## src/rtl/frame_blit_engine.sv

```systemverilog
// Rectangular frame-buffer blitter: reads a region of one of NUM_BUFFERS frame
// buffers through a latency-matched tag pipeline and drives the VGA plot port.
module frame_blit_engine #(
  parameter  int SCREEN_WIDTH  = 320,
  parameter  int SCREEN_HEIGHT = 240,
  parameter  int COLOUR_BITS   = 9,
  parameter  int NUM_BUFFERS   = 2,
  parameter  int READ_LATENCY  = 1,
  parameter  int ADDR_BITS     = 17,
  localparam int CW = $clog2(((SCREEN_WIDTH > SCREEN_HEIGHT) ? SCREEN_WIDTH : SCREEN_HEIGHT) + 1),
  localparam int BW = $clog2(NUM_BUFFERS)
) (
  input  logic                   iClk,
  input  logic                   iReset,
  input  logic                   iStart,
  input  logic [BW-1:0]          iBufSel,
  input  logic [CW-1:0]          iX0,
  input  logic [CW-1:0]          iY0,
  input  logic [CW-1:0]          iX1,
  input  logic [CW-1:0]          iY1,
  input  logic                   iAbort,
  input  logic [COLOUR_BITS-1:0] iQ,
  output logic                   oRdEn,
  output logic [ADDR_BITS-1:0]   oAddress,
  output logic [BW-1:0]          oBufSel,
  output logic [COLOUR_BITS-1:0] oColour,
  output logic [CW-1:0]          ox,
  output logic [CW-1:0]          oy,
  output logic                   oPlot,
  output logic                   oBusy,
  output logic                   oDone,
  output logic [1:0]             oStatus
);

  typedef enum logic [1:0] {IDLE, ISSUE, DRAIN, DONE} state_t;

  localparam logic [1:0]           ST_OK    = 2'b00;
  localparam logic [1:0]           ST_BAD   = 2'b01;
  localparam logic [1:0]           ST_ABORT = 2'b10;
  localparam logic [CW-1:0]        W_C      = CW'(SCREEN_WIDTH);
  localparam logic [CW-1:0]        H_C      = CW'(SCREEN_HEIGHT);
  localparam logic [ADDR_BITS-1:0] W_A      = ADDR_BITS'(SCREEN_WIDTH);

  state_t                  state;
  logic [CW-1:0]           x0_q, x1_q, y1_q;
  logic [CW-1:0]           x, y;
  logic [ADDR_BITS-1:0]    rowbase;
  logic [READ_LATENCY-1:0] vld_p;
  logic [CW-1:0]           tag_x_p [READ_LATENCY];
  logic [CW-1:0]           tag_y_p [READ_LATENCY];

  logic copying, abort_now, push, last_pix, bad_rect;

  assign copying   = (state == ISSUE) || (state == DRAIN);
  assign abort_now = iAbort && copying;
  assign push      = (state == ISSUE) && !abort_now;
  assign last_pix  = (x == x1_q) && (y == y1_q);
  assign bad_rect  = (iX0 > iX1) || (iY0 > iY1) || (iX1 >= W_C) || (iY1 >= H_C);

  // Tag pipeline p0..p(L-1): coordinates of each issued read, aligned with iQ
  always_ff @(posedge iClk) begin
    tag_x_p[0] <= x;
    tag_y_p[0] <= y;
    for (int i = 1; i < READ_LATENCY; i++) begin
      tag_x_p[i] <= tag_x_p[i-1];
      tag_y_p[i] <= tag_y_p[i-1];
    end
  end

  always_ff @(posedge iClk) begin
    if (iReset) begin
      state    <= IDLE;
      vld_p    <= '0;
      oRdEn    <= 1'b0;
      oAddress <= '0;
      oBufSel  <= '0;
      oColour  <= '1;
      ox       <= '0;
      oy       <= '0;
      oPlot    <= 1'b0;
      oBusy    <= 1'b0;
      oDone    <= 1'b0;
      oStatus  <= ST_OK;
    end else begin
      vld_p[0] <= push;
      for (int i = 1; i < READ_LATENCY; i++) vld_p[i] <= vld_p[i-1];
      if (abort_now) vld_p <= '0;

      // Output stage: entry leaving the last pipeline slot becomes a plot
      oDone <= 1'b0;
      oPlot <= 1'b0;
      if (vld_p[READ_LATENCY-1] && !abort_now) begin
        oPlot   <= 1'b1;
        oColour <= iQ;
        ox      <= tag_x_p[READ_LATENCY-1];
        oy      <= tag_y_p[READ_LATENCY-1];
      end

      case (state)
        IDLE: begin
          if (iStart) begin
            oBufSel <= iBufSel;
            x0_q    <= iX0;
            x1_q    <= iX1;
            y1_q    <= iY1;
            if (bad_rect) begin
              state   <= DONE;
              oDone   <= 1'b1;
              oStatus <= ST_BAD;
            end else begin
              x        <= iX0;
              y        <= iY0;
              rowbase  <= ADDR_BITS'(iY0) * W_A;
              oAddress <= ADDR_BITS'(iY0) * W_A + ADDR_BITS'(iX0);
              oRdEn    <= 1'b1;
              oBusy    <= 1'b1;
              oStatus  <= ST_OK;
              state    <= ISSUE;
            end
          end
        end
        ISSUE: begin
          if (abort_now) begin
            oRdEn   <= 1'b0;
            oBusy   <= 1'b0;
            oDone   <= 1'b1;
            oStatus <= ST_ABORT;
            state   <= DONE;
          end else if (last_pix) begin
            oRdEn <= 1'b0;
            state <= DRAIN;
          end else if (x == x1_q) begin
            x        <= x0_q;
            y        <= y + CW'(1);
            rowbase  <= rowbase + W_A;
            oAddress <= rowbase + W_A + ADDR_BITS'(x0_q);
          end else begin
            x        <= x + CW'(1);
            oAddress <= oAddress + ADDR_BITS'(1);
          end
        end
        DRAIN: begin
          if (abort_now) begin
            oBusy   <= 1'b0;
            oDone   <= 1'b1;
            oStatus <= ST_ABORT;
            state   <= DONE;
          end else if (vld_p == '0) begin
            oBusy   <= 1'b0;
            oDone   <= 1'b1;
            oStatus <= ST_OK;
            state   <= DONE;
          end
        end
        DONE: state <= IDLE;
        default: state <= IDLE;
      endcase
    end
  end

endmodule

```

## config.mk

```make
export PLATFORM = sky130hd
export DESIGN_NAME = frame_blit_engine
export DESIGN_NICKNAME = d
export VERILOG_FILES = /design/src/rtl/frame_blit_engine.sv
export SDC_FILE = /design/constraint.sdc
export NUM_CORES = 1
export LEC_CHECK = 0
export CAP_MARGIN = 25
export CORE_MARGIN = 3
export CORE_UTILIZATION = 50
export CTS_CLUSTER_DIAMETER = 30
export DETAILED_ROUTE_END_ITERATION = 6
export DONT_BUFFER_PORTS = 1
export PLACE_DENSITY = 0.76
export REMOVE_ABC_BUFFERS = 1
export SYNTH_ARGS = -nofsm -noshare
export SYNTH_HDL_FRONTEND = slang
export SYNTH_SLANG_ARGS = --single-unit
export TNS_END_PERCENT = 50
```

## constraint.sdc

```tcl
create_clock -name iClk -period 6.35 [get_ports iClk]
set_input_delay 1.27 -clock iClk [delete_from_list [all_inputs] [get_ports iClk]]
set_output_delay 1.27 -clock iClk [all_outputs]
set_load 0.005 [all_outputs]
```

; ---- Word level (Yosys, flattened, before mapping)
; Memories as Yosys holds them, arrays and structs flattened. A register that Yosys moved wholly into a read port is not among the register bits.
; Index checks and enable logic that the tools add are counted.
[word_totals]
wordCells = 118
input_bits = 50
ramBits = 18
n_memories = 2
register_bits = 98
[classes]
mul = 1
eq_ne = 13
muxes = 53
magnitude_cmp = 4
n_addsub = 6
n_reduce_logical = 22
n_bitwise = 1
[memory_table]
columns = name, depth, width, rd, rd_clocked_by_memory_dff, write_ports, line_no
row1 = tag_x_p, 1, 9, 1, 1, 1, 49  ; logic [CW-1:0] tag_x_p [READ_LATENCY];
row2 = tag_y_p, 1, 9, 1, 1, 1, 50  ; logic [CW-1:0] tag_y_p [READ_LATENCY];
[op_table]
columns = op, n
row1 = 17-bit two-way mux, 10
row2 = 9-bit two-way mux, 10
row3 = 17-bit one-hot mux with 2 select lines, 2
row4 = 9-bit one-hot mux with 2 select lines, 2
row5 = 17-bit by 9-bit adder with 17-bit output, 2
row6 = 2-bit two-way mux, 10
row7 = 9-bit by 1-bit adder with 9-bit output (second input constant), 2
row8 = 9-bit equality test, 2
row9 = 9-bit greater-than comparator, 2
row10 = 17-bit by 1-bit adder with 17-bit output (second input constant), 1
row11 = 17-bit by 9-bit adder with 17-bit output (second input constant), 1
row12 = 1-bit two-way mux, 14
row13 = 9-bit by 3-bit multiplier with 11-bit output (second input constant), 1
row14 = 2-bit inequality test (second input constant), 5
row15 = 5-bit AND reduction, 2
row16 = 9-bit by 8-bit greater-or-equal comparator with 1-bit output (second input constant), 1
row17 = 9-bit greater-or-equal comparator (second input constant), 1
row18 = 2-bit one-hot mux with 4 select lines, 1
row19 = 4-bit AND reduction, 2
row20 = 7-bit AND reduction, 1
row21 = 3-bit inequality test (second input constant), 2
row22 = 1-bit one-hot mux with 3 select lines, 2
row23 = 2-bit one-hot mux with 3 select lines, 1
row24 = 3-bit AND reduction, 2
row25 = 14 further kinds, 21

; ---- Longest topological paths before layout
; Gate-level depths: netlist of run 1.
[depth]
word_depth = 7
ltp_mapped = 11
depth_no_buf = 10

; ---- Worst setup path before layout of run 1
; No wires, ideal clock.
[synth_path]
path_kind = input-to-reg
startpoint = in iX1[6]
endpoint = reg rowbase[10] (enable)
setup_ns = 0.448
stages = 9
setup_slack_ns = 1.005
path_buffers = 1
arrival_time_ns = 4.897
path_cell_list = inv_1 -> ha_1 -> a211oi_2 -> nor2_1 -> or4b_4 -> a21oi_4 -> a32oi_1 -> buf_2 -> nor4_1
[synth_between]
elab_chain_cells = 6
[synth_lines]
columns = element, line_no
row1 = from (decl), 19  ; input logic [CW-1:0] iX1,
row2 = 9-bit greater-than comparator, 58  ; assign bad_rect = (iX0 > iX1) || (iY0 > iY1) || (iX1 >= W_C) || (iY1 >= H_C);
row3 = 1-bit logical OR, 58
row4 = 1-bit logical OR (*) (2 in a row), 58
row5 = 2-bit inequality test (no line) (*), -
row6 = 7-bit AND reduction (no line) (*), -
row7 = to (signal assigned), 113  ; rowbase <= ADDR_BITS'(iY0) * W_A;
row8 = to (signal assigned), 135  ; rowbase <= rowbase + W_A;
row9 = to (decl), 47  ; logic [ADDR_BITS-1:0] rowbase;
; Every way passes the cells marked *; elsewhere a longest branch is shown, timed or not.
; A chain may end at the register's enable or synchronous reset.

; ---- Final worst setup path of run 1
[layout_path]
startpoint = in iY1[2]
endpoint = reg y[3] (enable)
[layout_between]
elab_chain_cells = 6
[layout_lines]
columns = element, line_no
row1 = from (decl), 20  ; input logic [CW-1:0] iY1,
row2 = 9-bit greater-than comparator, 58
row3 = 1-bit logical OR (2 in a row), 58
row4 = 1-bit logical OR (*), 58
row5 = 2-bit inequality test (no line) (*), -
row6 = 7-bit AND reduction (no line) (*), -
row7 = to (signal assigned), 112  ; y <= iY0;
row8 = to (signal assigned), 134  ; y <= y + CW'(1);
row9 = to (decl), 46  ; logic [CW-1:0] x, y;
; Marked as above.

==> results of run 1 <==
## cell usage after synthesis (all sizes together) (10+ instances only)
cell	instances
a21oi	76
buf	10
clkbuf	23
dfxtp	72
edfxtp	56
ha	47
inv	36
nand2	98
nand3	40
nor2	49
nor3	17
o21ai	30
xnor2	32
xor2	36
## routing by layer
| metal | global-route usage (%) | up-vias | part of all wire (%) |
|---|---|---|---|
| met5 | 0 | - | 0 |
| met4 | 8.74 | 0 | 2.2 |
| met3 | 7.38 | 41 | 8.9 |
| met2 | 35.7 | 240 | 46 |
| met1 | 30.6 | 2677 | 43 |
| li1 | - | 2711 | - |
## cells by family after synthesis
kind of cell / Yosys count
compound gates: 178
xor+xnor: 68
fa+ha+maj: 50
buf+inv: 69
flops: 128
mux: 8
simple gates: 257
## sequential cells by signal, summed over array words and instances, names as in the netlist
| name | cells |
|---|---|
| oAddress | 17 |
| rowbase | 11 |
| oColour | 9 |
| ox | 9 |
| oy | 9 |
| tag_x_p | 9 |
| tag_y_p | 9 |
| x0_q | 9 |
| x1_q | 9 |
| x | 9 |
| y1_q | 9 |
| y | 9 |
| oStatus | 2 |
| state | 2 |
| oBufSel | 1 |
| oBusy | 1 |
| oDone | 1 |
| oPlot | 1 |
| oRdEn | 1 |
| vld_p | 1 |
## path summary, 6_finish.rpt
| kind | start | endpoint | slack, ps |
|---|---|---|---|
| max | iY1[2] | y[3]$_DFFE_PP_ | 2540 |
| min | tag_x_p[0][7]$_DFF_P_ | ox[7]$_SDFFE_PP0P_ | 430 |
| max reg2reg | state[1]$_SDFFE_PP0P_ | oAddress[16]$_SDFFE_PP0P_ | 3130 |
| min reg2reg | tag_x_p[0][7]$_DFF_P_ | ox[7]$_SDFFE_PP0P_ | 430 |
## area by class of cell
cell class,instances,area (um2)
fill,1199,5770
multi-input combinational,561,3690
sequential,128,3120
clock buffer,22,484
tap,176,220
inverter,36,135
clock inverter,10,97.6
timing repair buffer,4,37.5
## metrics by stage
step	total power, mW	cells	instance area [um2]	util, %	worst slack [ps]
global route	3.09	937	7790	57.5	2360
floorplan	1.74	725	6940	-	932
finish	2.93	937	7790	57.5	2540
global placement	1.94	904	7200	53.1	2230
detailed placement	1.97	905	7210	53.2	2150
CTS	2.93	937	7790	57.5	2580
## worst max-delay path, delay by kind of cell
kind	cells	cell delay [ps]
buf+inv	2	350
fa+ha+maj	1	280
compound gates	5	1640
simple gates	1	350
## report_power, final
part | leakage, nW | internal, mW | switching (mW)
clock network | 0.292 | 0.584 | 0.373
logic | 1.56 | 0.297 | 0.530
registers | 1.10 | 1.02 | 0.128
==> impl_metrics.toml, run 1 <==
[worst_setup_path]
reg2reg_depth = 10
critical_path_required_ps = 6450
critical_path.startpoint_type = "input port"
slowest_delay_ps = 520
critPathKind = "in2reg"
path_cells = "inv_1 -> ha_1 -> a21o_1 -> a21o_1 -> a221o_1 -> o21ai_1 -> a32oi_1 -> nor4_2 -> buf_4"
arrival_ps = 3910
path_max_fanout = 20
crit_top_cell = "a21o_1"
endpoint_kind = "flip-flop"
cpMaxStageDelayCell = "a32oi_1"

[global_routing]
grt_pass1_wl_mm = 29.4
track_usage_pct = 23.1
grt_max_degree = 74
grt_overflow = 0
grt_antenna_before_repair = 0
grt_pass1_vias = 5627

[floorplanning]
coreArea_um2 = 13600
start_util_pct = 52.3
dieWidth_um = 125
die_area_um2 = 15700
pin_count = 101
die_h_um = 125
num_rows = 42

[place]
port_buffers = 0
gp_congestion = 0.922
dpl.hpwl_mm = 12.9

[synthesis]
synthXorXnorAreaFrac_pct = 8.39
synth.area.mux_share_pct = 1.22
synth_top_area_share_pct = 23.7
synthFlopType = "dfxtp_1"
synth_fa_ha_area_share_pct = 9.13
ys_async_sr_fraction_pct = 0
synth_enable_flop_cells = 56
yosys_warnings = 0
ys_seq_area_share_pct = 44.0
synth_compound_area_share_pct = 16.0
synth_seq_cells = 128
synth.avg_cell_area_um2 = 9.36
synth_top_family_by_area = "simple AND/OR/NAND/NOR gates"
synth_top_area_cell = "edfxtp_1"
synth-simple-area-share_pct = 17.1
synthCells = 758
synth_area_um2 = 7100
synth.distinct_cells = 70
ys_top_cells_by_area = "edfxtp_1, dfxtp_1, ha_1"

[pwr]
vdd_drop_max_uv = 209
p_leak_nw = 2.95
powerDensity_nw_per_um2 = 376

[timing]
setup_viol = 0
fin_worst_hold_slack_ps = 429
hold_viol_final = 0
rsz0062_at_grt = "no"
setup_tns_ps = 0
fmax_ghz = 0.262
drv_slew = 0
slew_headroom_pct = 23.2
tightest_slew_ps = 1150
fin_skew_ps = 14.2
fin_crit_ps = 3810
post-route-period-util_pct = 60.1

[final_layout]
finalNetCount = 848
mostFrequentLayoutCells = "nand2_1, a21oi_1, dfxtp_1"
antenna_cells = 0
area_growth_pct = 9.80
final_common_cell = "nand2_1"
drive_gt1_share_pct = 7.49

[cts]
cts_buffers = 17
cts_resized = 0
clk_pin_slew_ps = 60
clock_sinks = 128
insertion_delay_ps = 430
cts_setup_buffers = 0
cts_buffer_depth = 2
cts_root_buf = "clkbuf_16"
cts_tree = "yes"
ctsHoldBuffers = 0
h-tree-depth = 4

[route]
postRouteWirelength_mm = 18.0
via_count = 5669
route.detailed.drc = 0
final_antenna_net_count = 0
wire_per_inst_um = 19.2
drt_first_pass_iters = 5
vias_per_cell = 6.05
drtIter0Drc = 508

[status]
status = "finished, final reports clean"

[min_path]
holdPathStages = 2
hp-class = "reg2reg"

[job]
maxCapViolations = 0
(Power assumes the default switching activity.)
==> run 2, diff against run 1 <==
Settings changed: PLACE_DENSITY 0.76 to 0.79.
Clock period 6.35 ns to 3.4 ns, I/O delays scaled along.
==> impl_metrics.toml, run 2 (synthesis gave the netlist of run 1 again) <==
[timing]
fmax_ghz = 0.347
hold_viol_final = 0
fin_worst_hold_slack_ps = 327
fin_skew_ps = 7.18
post-route-period-util_pct = 84.9
slew_headroom_pct = 51.1
setup_viol = 0
fin_crit_ps = 2880
tightest_slew_ps = 734
drv_slew = 0
rsz0062_at_grt = "no"

[worst_setup_path]
r2r-start = "rowbase[6]$_DFFE_PP_"
reg2reg_depth = 9
arrival_ps = 3180
endpoint_kind = "flip-flop"
critical_path_required_ps = 3690
regToRegSetupSlack_ps = 520
crit_path_start = "rowbase[6]$_DFFE_PP_"
path_max_fanout = 6
endpoint = "oAddress[16]$_SDFFE_PP0P_"
regToRegEndpoint = "oAddress[16]$_SDFFE_PP0P_"
critPathKind = "reg2reg"
critical_path.startpoint_type = "flip-flop"

[pwr]
p_leak_nw = 2.99
power_frac_comb_pct = 28.7
vdd_drop_max_uv = 444
switchingPower_mw = 1.87
power_frac_seq_pct = 39.4
p_int_mw = 3.59
swShare_pct = 34.3
p_clk_share_pct = 31.9
powerDensity_nw_per_um2 = 695

[place]
dpl.hpwl_mm = 12.9
place_inst = 914
port_buffers = 0
dpl_cell_area_um2 = 7280
gp_congestion = 0.859

[final_layout]
largest_reg_flops = 17
stdcell_area_um2 = 7870
antenna_cells = 0
largest_registers = "oAddress: 17 flops, rowbase: 11 flops"
finalNetCount = 857
final_common_cell = "nand2_1"
n_fill_cell = 1140
top_register = "oAddress"
mostFrequentLayoutCells = "nand2_1, a21oi_1, dfxtp_1"
drive_gt1_share_pct = 8.32
area_growth_pct = 10.8
layout.cells.non_filler = 945

[cts]
insertion_delay_ps = 420
cts_setup_buffers = 0
cts_root_buf = "clkbuf_16"
cts_buffer_depth = 2
h-tree-depth = 4
cts_resized = 0
cts_buffers = 17
clk_pin_slew_ps = 50
cts_tree = "yes"
clock_sinks = 128
ctsHoldBuffers = 0

[route]
drt_first_pass_iters = 5
drtIter0Drc = 526
via_count = 5718
route.detailed.drc = 0
postRouteWirelength_mm = 17.8
wire_per_inst_um = 18.8
final_antenna_net_count = 0
vias_per_cell = 6.05

[floorplanning]
num_rows = 42
coreArea_um2 = 13600
die_h_um = 125
die_area_um2 = 15700
start_util_pct = 52.3
dieWidth_um = 125
pin_count = 101

[global_routing]
grt_overflow = 0
grt_pass1_wl_mm = 28.0
grt_pass1_vias = 5261
track_usage_pct = 22.4
grt_max_degree = 73
grt_antenna_before_repair = 0

[min_path]
hold_start = "iReset"
hp-class = "in2reg"

[job]
maxCapViolations = 0

[status]
status = "finished, final reports clean"
-- run 2: cell types whose count changed in the layout (fill, tap and decap cells not counted), sizes merged --
cell    delta
bufinv     -1
inv        -5
clkinv     +3
buf        +9
clkbuf     +2
-- run 2: metal layers --
| metal | share of wire [%] | global-route usage (%) |
|---|---|---|
| met1 | 42 | 28.2 |
| met2 | 44 | 34.4 |
| met3 | 11 | 8.57 |
| met5 | 0 | 0 |
| met4 | 3.3 | 10.1 |
-- run 2: area by class of cell --
| type | count | area [um2] | share of cell area, % |
|---|---|---|---|
| sequential | 128 | 3120 | 39.7 |
| tap | 176 | 220 | 2.80 |
| timing repair buffer | 13 | 110 | 1.40 |
| multi-input combinational | 561 | 3690 | 47.0 |
| inverter | 36 | 135 | 1.72 |
| clock buffer | 24 | 536 | 6.81 |
| clock inverter | 7 | 46.3 | 0.589 |
-- run 2: worst min-delay path by stage --
stage	cells after the start	slack, ps	endpoint
global placement	2	420	oy[6]$_SDFFE_PP0P_
finish	1	330	oy[6]$_SDFFE_PP0P_
CTS	1	320	oy[3]$_SDFFE_PP0P_
detailed placement	2	420	ox[7]$_SDFFE_PP0P_
floorplan	0	410	tag_x_p[0][8]$_DFF_P_
global route	1	310	oy[1]$_SDFFE_PP0P_
-- run 2: power groups by stage --
stage	clock network (mW)	logic (mW)	registers [mW]
finish	1.74	1.57	2.15
floorplan	0	1.15	2.09
detailed placement	0	1.53	2.18
global route	1.83	1.74	2.18
global placement	0	1.51	2.18
CTS	1.76	1.55	2.15
-- run 2: worst max-delay path: stages (launching register included) --
cell      delay (ps)
edfxtp_1         480
ha_1             320
xnor2_1          170
ha_1             340
a21oi_1          140
nor3_1           300
nor3b_1          380
mux2_2           400
nand4_1          130
o32ai_1           90
-- run 2: per-stage QoR --
stage	setup slack (ps)	util, %	total power, mW	setup TNS (ps)
after global routing	426	58.0	5.75	0
final	515	58.0	5.47	0
after floorplan	-1430	-	3.24	-28610
after global placement	296	53.7	3.69	0
after CTS	542	58.0	5.46	0
after detailed placement	237	53.7	3.71	0
==> RTL change 1: new RTL, flow settings as in run 2 <==
Encoding of `state_t`: now one-hot (4 bits for 4 states).
--- a/src/rtl/frame_blit_engine.sv
+++ b/src/rtl/frame_blit_engine.sv
@@ -32,7 +32,7 @@
   output logic [1:0]             oStatus
 );
 
-  typedef enum logic [1:0] {IDLE, ISSUE, DRAIN, DONE} state_t;
+  typedef enum logic [3:0] {IDLE = 4'b0001, ISSUE = 4'b0010, DRAIN = 4'b0100, DONE = 4'b1000} state_t;
 
   localparam logic [1:0]           ST_OK    = 2'b00;
   localparam logic [1:0]           ST_BAD   = 2'b01;
Check against the original RTL: no difference found for any inputs over 4 cycles, from zero or initial values and one cycle with iReset high; so few cycles prove little.
==> RTL change 1 against run 2 <==
Wire length shrank 1.5%. Setup slack lost 0.0029 ns. Final area grew 1.1%. Critical path depth grew 1. Sequential cell count grew 2. Non-clock buffer count shrank 3. Sequential share of layout area grew 0.060 points. Hold slack gained 0.0037 ns. Count of clock-buffer cells in the layout shrank 4. Register-to-register slack gained 0.10 ns. Synthesized area grew 2.0%.
Power is not compared: it rests on default switching activity, and its combinational part moved more than twofold at a synthesized area within 25%.
==> RTL change 1: results (changes against run 2) <==
* Number of H-tree branching levels: 4 (unchanged)
- The wire length after detailed routing came to 17500 um (-1.5%).
- The flow ran to the end, and the final reports show no timing, DRC or antenna violations.
- The count of mapped cells out of synthesis is 781 (+3.0%).
* Final worst clock skew: 0.0119 ns (+0.00477 ns)
- # fillers: 1217 (+6.8%)
- The global-route wire length before repair is 27900 um (-0.37%).
* Number of nets at the end of the flow: 869 (+1.4%)
- The arrival time of the worst setup path is 3.22 ns (+0.04 ns).
- The standard cell area after detailed placement is 7370 um2 (+1.2%).
- The fraction of final layout cells with drive strength greater than 1 came to 0.0750 (-0.00826).
- Number of cells in the finished layout apart from fillers: 967 (+2.3%)
* Cell type of the slowest stage on the worst timing path: sky130_fd_sc_hd__fa_1
* Number of distinct standard cells referenced by the synthesized netlist: 75 (+7.1%)
- After synthesis, the most frequently instantiated cells are sky130_fd_sc_hd__nand2_1, sky130_fd_sc_hd__dfxtp_1, sky130_fd_sc_hd__a21oi_1.
- RD Place Congestion: 0.881 (+2.5%)
* Placed Cells incl. Taps: 935 (+2.3%)
- Longest individual stage delay on the worst path: 0.42 ns (-0.06 ns)
- Synth top area cells: sky130_fd_sc_hd__edfxtp_1, sky130_fd_sc_hd__dfxtp_1, sky130_fd_sc_hd__ha_1, sky130_fd_sc_hd__nand2_1, sky130_fd_sc_hd__xor2_1
- Sequential-to-total area share from yosys stat: 0.437 (-0.00299)
- Worst Setup Slack, final: 0.512 ns (-0.00292 ns)
* Hold Crit Endpoint: ox[1]$_SDFFE_PP0P_
* Via count of the first global-routing pass: 5462 (+3.8%)
* Depth of the worst register-to-register path: 10 (+1)
* Tightest Pin Transition: 0.948 ns (+0.214 ns)
- The total number of vias was 5789 (+1.2%).
* Critical path startpoint: iY0[1]
- The worst-case hold slack was 0.331 ns (+0.00366 ns).
- Violation count after the first detailed-route iteration: 500 (-4.9%)
- Total half-perimeter wirelength after legalization and detailed placement: 12500 um (-3.0%)
- Among cell families on the critical path, the largest total delay comes from adder cells.
- Leakage Power: 3.11 nW
* Port-buffer cells: 0 (unchanged)
- By startpoint and endpoint, the worst setup path is classified as input pin to flop.
* Global Route Usage Sum: 0.219 (-0.00536)
- Reg2Reg Setup Slack: 0.62 ns (+0.10 ns)
- Clk Latency, worst-skew pair: 0.42 ns (about the same)
- The pin count of the biggest net entering global routing was 63 (-14%).
- Pre-CTS setup slack: 0.133 ns (-0.104 ns)
==> RTL change 1: changes by cell type after synthesis, sizes merged, moves of 4 or more <==
cell / before / now
o22ai: 2 / 6
o21ai: 30 / 40
o31ai: 6 / 2
buf: 10 / 14
nand3: 40 / 32
mux2: 5 / 1
nor2: 49 / 40
nand2b: 3 / 8
o32ai: 1 / 7
nand2: 98 / 124
a21oi: 76 / 60
ha: 47 / 42
==> RTL change 1: logic make-up (layout without fill, tap and decap cells) <==
group | Yosys count | count (layout) | share of synthesized area
compound gates | 178 | 178 | 0.161
xor+xnor | 67 | 67 | 0.0811
mux | 3 | 3 | 0.00432
buf+inv | 73 | 79 | 0.0458
flops | 130 | 130 | 0.437
fa+ha+maj | 45 | 45 | 0.0809
simple gates | 285 | 285 | 0.190
==> RTL change 1: layout make-up <==
cell class / count / share of cell area
inverters: 37 / 0.0181
clock buffers: 20 / 0.0590
well taps: 180 / 0.0283
multi-input cells: 578 / 0.473
flip-flops and latches: 130 / 0.398
repair buffers: 10 / 0.00944
clock inverters: 12 / 0.0143
==> RTL change 1: power groups by stage <==
stage / registers (mW) / logic [mW] / clock network (mW)
floorplan: 1.74 / 0.303 / 0
global route: 1.72 / 0.443 / 1.89
CTS: 1.72 / 0.393 / 1.82
finish: 1.72 / 0.398 / 1.79
global placement: 1.75 / 0.381 / 0
detailed placement: 1.75 / 0.388 / 0
==> RTL change 1: per-layer routing <==
metal / GRT usage / share of wire / up-vias
met1: 0.275 / 0.42 / 2689
met2: 0.346 / 0.46 / 258
li1: - / - / 2797
met4: 0.113 / 0.034 / 0
met5: 0 / 0 / -
met3: 0.0611 / 0.084 / 45
==> RTL change 2: new RTL, config.mk and constraints of run 2 <==
Without the edit above. The parameter `SCREEN_WIDTH` goes from 320 to 160.
--- a/src/rtl/frame_blit_engine.sv
+++ b/src/rtl/frame_blit_engine.sv
@@ -1,7 +1,7 @@
 // Rectangular frame-buffer blitter: reads a region of one of NUM_BUFFERS frame
 // buffers through a latency-matched tag pipeline and drives the VGA plot port.
 module frame_blit_engine #(
-  parameter  int SCREEN_WIDTH  = 320,
+  parameter  int SCREEN_WIDTH  = 160,
   parameter  int SCREEN_HEIGHT = 240,
   parameter  int COLOUR_BITS   = 9,
   parameter  int NUM_BUFFERS   = 2,
Interface: changed (6 resized); port bits go from 101 to 95. The function was not compared with the original's and may differ.
==> RTL change 2 against run 2 <==
Synthesized cell count is 4.4% lower. Largest power group unchanged. Synthesized area is 4.7% lower. Final area is 4.5% lower. Global-route usage is 1.2 points higher. Sequential power is 6% higher. Sequential cell count is 8 lower. Total power is 10% higher. Wire length is 0.85% lower. Setup slack worse by 0.022 ns.
==> RTL change 2: results (changes against run 2) <==
- # fillers: 1086 (-4.7%)
* Buffer cell driving the clock tree root: sky130_fd_sc_hd__clkbuf_16
- Total half-perimeter wirelength after legalization and detailed placement: 12600 um (-1.8%)
* RD Place Congestion: 1.04 (+21%)
- Sequential-to-total area share from yosys stat: 0.432 (-0.00786)
- Number of nets at the end of the flow: 813 (-5.1%)
* Clock power share: 0.303 (-0.016)
* Final worst clock skew: 0.0129 ns (+0.00575 ns)
* Top Registers: oAddress: 17 flops, rowbase: 12 flops, oColour: 9 flops
- Max Root-Sink Buffers: 2 (unchanged)
* Area after DPL: 6920 um2 (-5.0%)
- The number of cells in the design after placement came to 875 (-4.3%).
- The pin count of the biggest net entering global routing was 51 (-30%).
* Setup Buffers After CTS: 0 (unchanged)
- The sum of internal, switching and leakage power is 6.03 mW (+10%).
- Worst-path clk slew: 0.06 ns
- The largest fanout on the critical path is 5 (-1).
* Worst-case vdd ir drop: 0.559 mV (+26%)
* Routed via count: 5560 (-2.8%)
- The count of flip-flops with a built-in enable after synthesis is 52 (-7.1%).
- The number of port buffers was 0 (unchanged).
- Total length of routed wires: 17600 um (-0.85%)
- Critical path arrival: 3.26 ns (+0.08 ns)
- The number of warnings reported in the yosys synthesis log came to 0 (unchanged).
- Pre-CTS setup slack: 0.0929 ns (-0.144 ns)
- The fraction of final layout cells with drive strength greater than 1 is 0.0816 (-0.00159).
* Tightest Pin Transition: 0.847 ns (+0.113 ns)
- Number of iterations in the first detailed-routing pass: 5 (unchanged)
- The path class of the tightest hold or removal check is input pin to flop.
- The part of the power in combinational logic was 0.320 (+0.033).
- The via count of the first global-routing pass was 5414 (+2.9%).
- The global-route wire length before repair came to 27400 um (-2.0%).
* Post_cts resized: 0 (unchanged)
- Routed len/inst: 19.4 um (+3.3%)
- After synthesis, the cell types taking the most area are sky130_fd_sc_hd__edfxtp_1, sky130_fd_sc_hd__dfxtp_1, sky130_fd_sc_hd__ha_1, sky130_fd_sc_hd__nand2_1, sky130_fd_sc_hd__a21oi_1.
- Clk Latency, worst-skew pair: 0.43 ns
* Violation count after the first detailed-route iteration: 454 (-14%)
- The static leakage is 2.88 nW (-3.6%).
- Synth cell count leaders: sky130_fd_sc_hd__nand2_1, sky130_fd_sc_hd__dfxtp_1, sky130_fd_sc_hd__a21oi_1
* Number of distinct standard cells referenced by the synthesized netlist: 73 (+4.3%)
* Status: complete, no violations
- The peak per-stage delay on the critical path was 0.56 ns (+0.08 ns).
* Count of inserted antenna diode cells: 0 (unchanged)
* Global Route Usage Sum: 0.236 (+0.0123)
* Share of flip-flops with an asynchronous set or reset after synthesis: 0 (unchanged)
- Number of H-tree branching levels: 4 (unchanged)
- Most frequently used flop master after synthesis: sky130_fd_sc_hd__dfxtp_1
- Initial antenna violation count: 0 (unchanged)
- The number of buffers created by CTS came to 17 (unchanged).
* Cell type of the slowest stage on the worst timing path: sky130_fd_sc_hd__fa_1
- The power dissipated by switching net loads was 2.31 mW (+23%).
- Syn Inst Count: 725 (-4.4%)
==> RTL change 2: metal layers <==
layer	wire length, um	track usage
met5	0	0
met1	6870	0.284
met2	8600	0.400
met3	1670	0.0631
met4	502	0.100
==> RTL change 2: worst paths after layout <==
kind	cells past startpoint	startpoint	slack, ns	end
max	10	iY0[1]	0.49	oAddress[15]$_SDFFE_PP0P_
min	1	iReset	0.32	ox[4]$_SDFFE_PP0P_
max reg2reg	8	x[0]$_DFFE_PP_	0.64	x[4]$_DFFE_PP_
min reg2reg	2	tag_x_p[0][4]$_DFF_P_	0.42	ox[4]$_SDFFE_PP0P_
==> RTL change 2: cells by family after synthesis <==
group,Yosys count,synth area share
adders and majority gates,45,0.0866
muxes,7,0.0107
buffers and inverters,62,0.0374
xor gates and xnor gates,66,0.0866
AOI/OAI and AO/OA,166,0.161
DFF,120,0.432
and+or+nand+nor,259,0.185
==> RTL change 2: critical path, delay by kind of cell <==
family	cells	cell delay, ns
AND/OR/NAND/NOR	3	0.45
adder cells (fa/ha/maj)	3	1.07
AO/OA/AOI/OAI	4	1.05
==> RTL change 2: layout make-up <==
cell class | instances | area (um2) | share of cell area
clock buffers | 18 | 429 | 0.0571
clock inverters | 14 | 164 | 0.0218
inverters | 30 | 113 | 0.0150
multi-input cells | 543 | 3590 | 0.478
flip-flops and latches | 120 | 2920 | 0.389
well taps | 172 | 215 | 0.0287
repair buffers | 10 | 75.1 | 0.0100
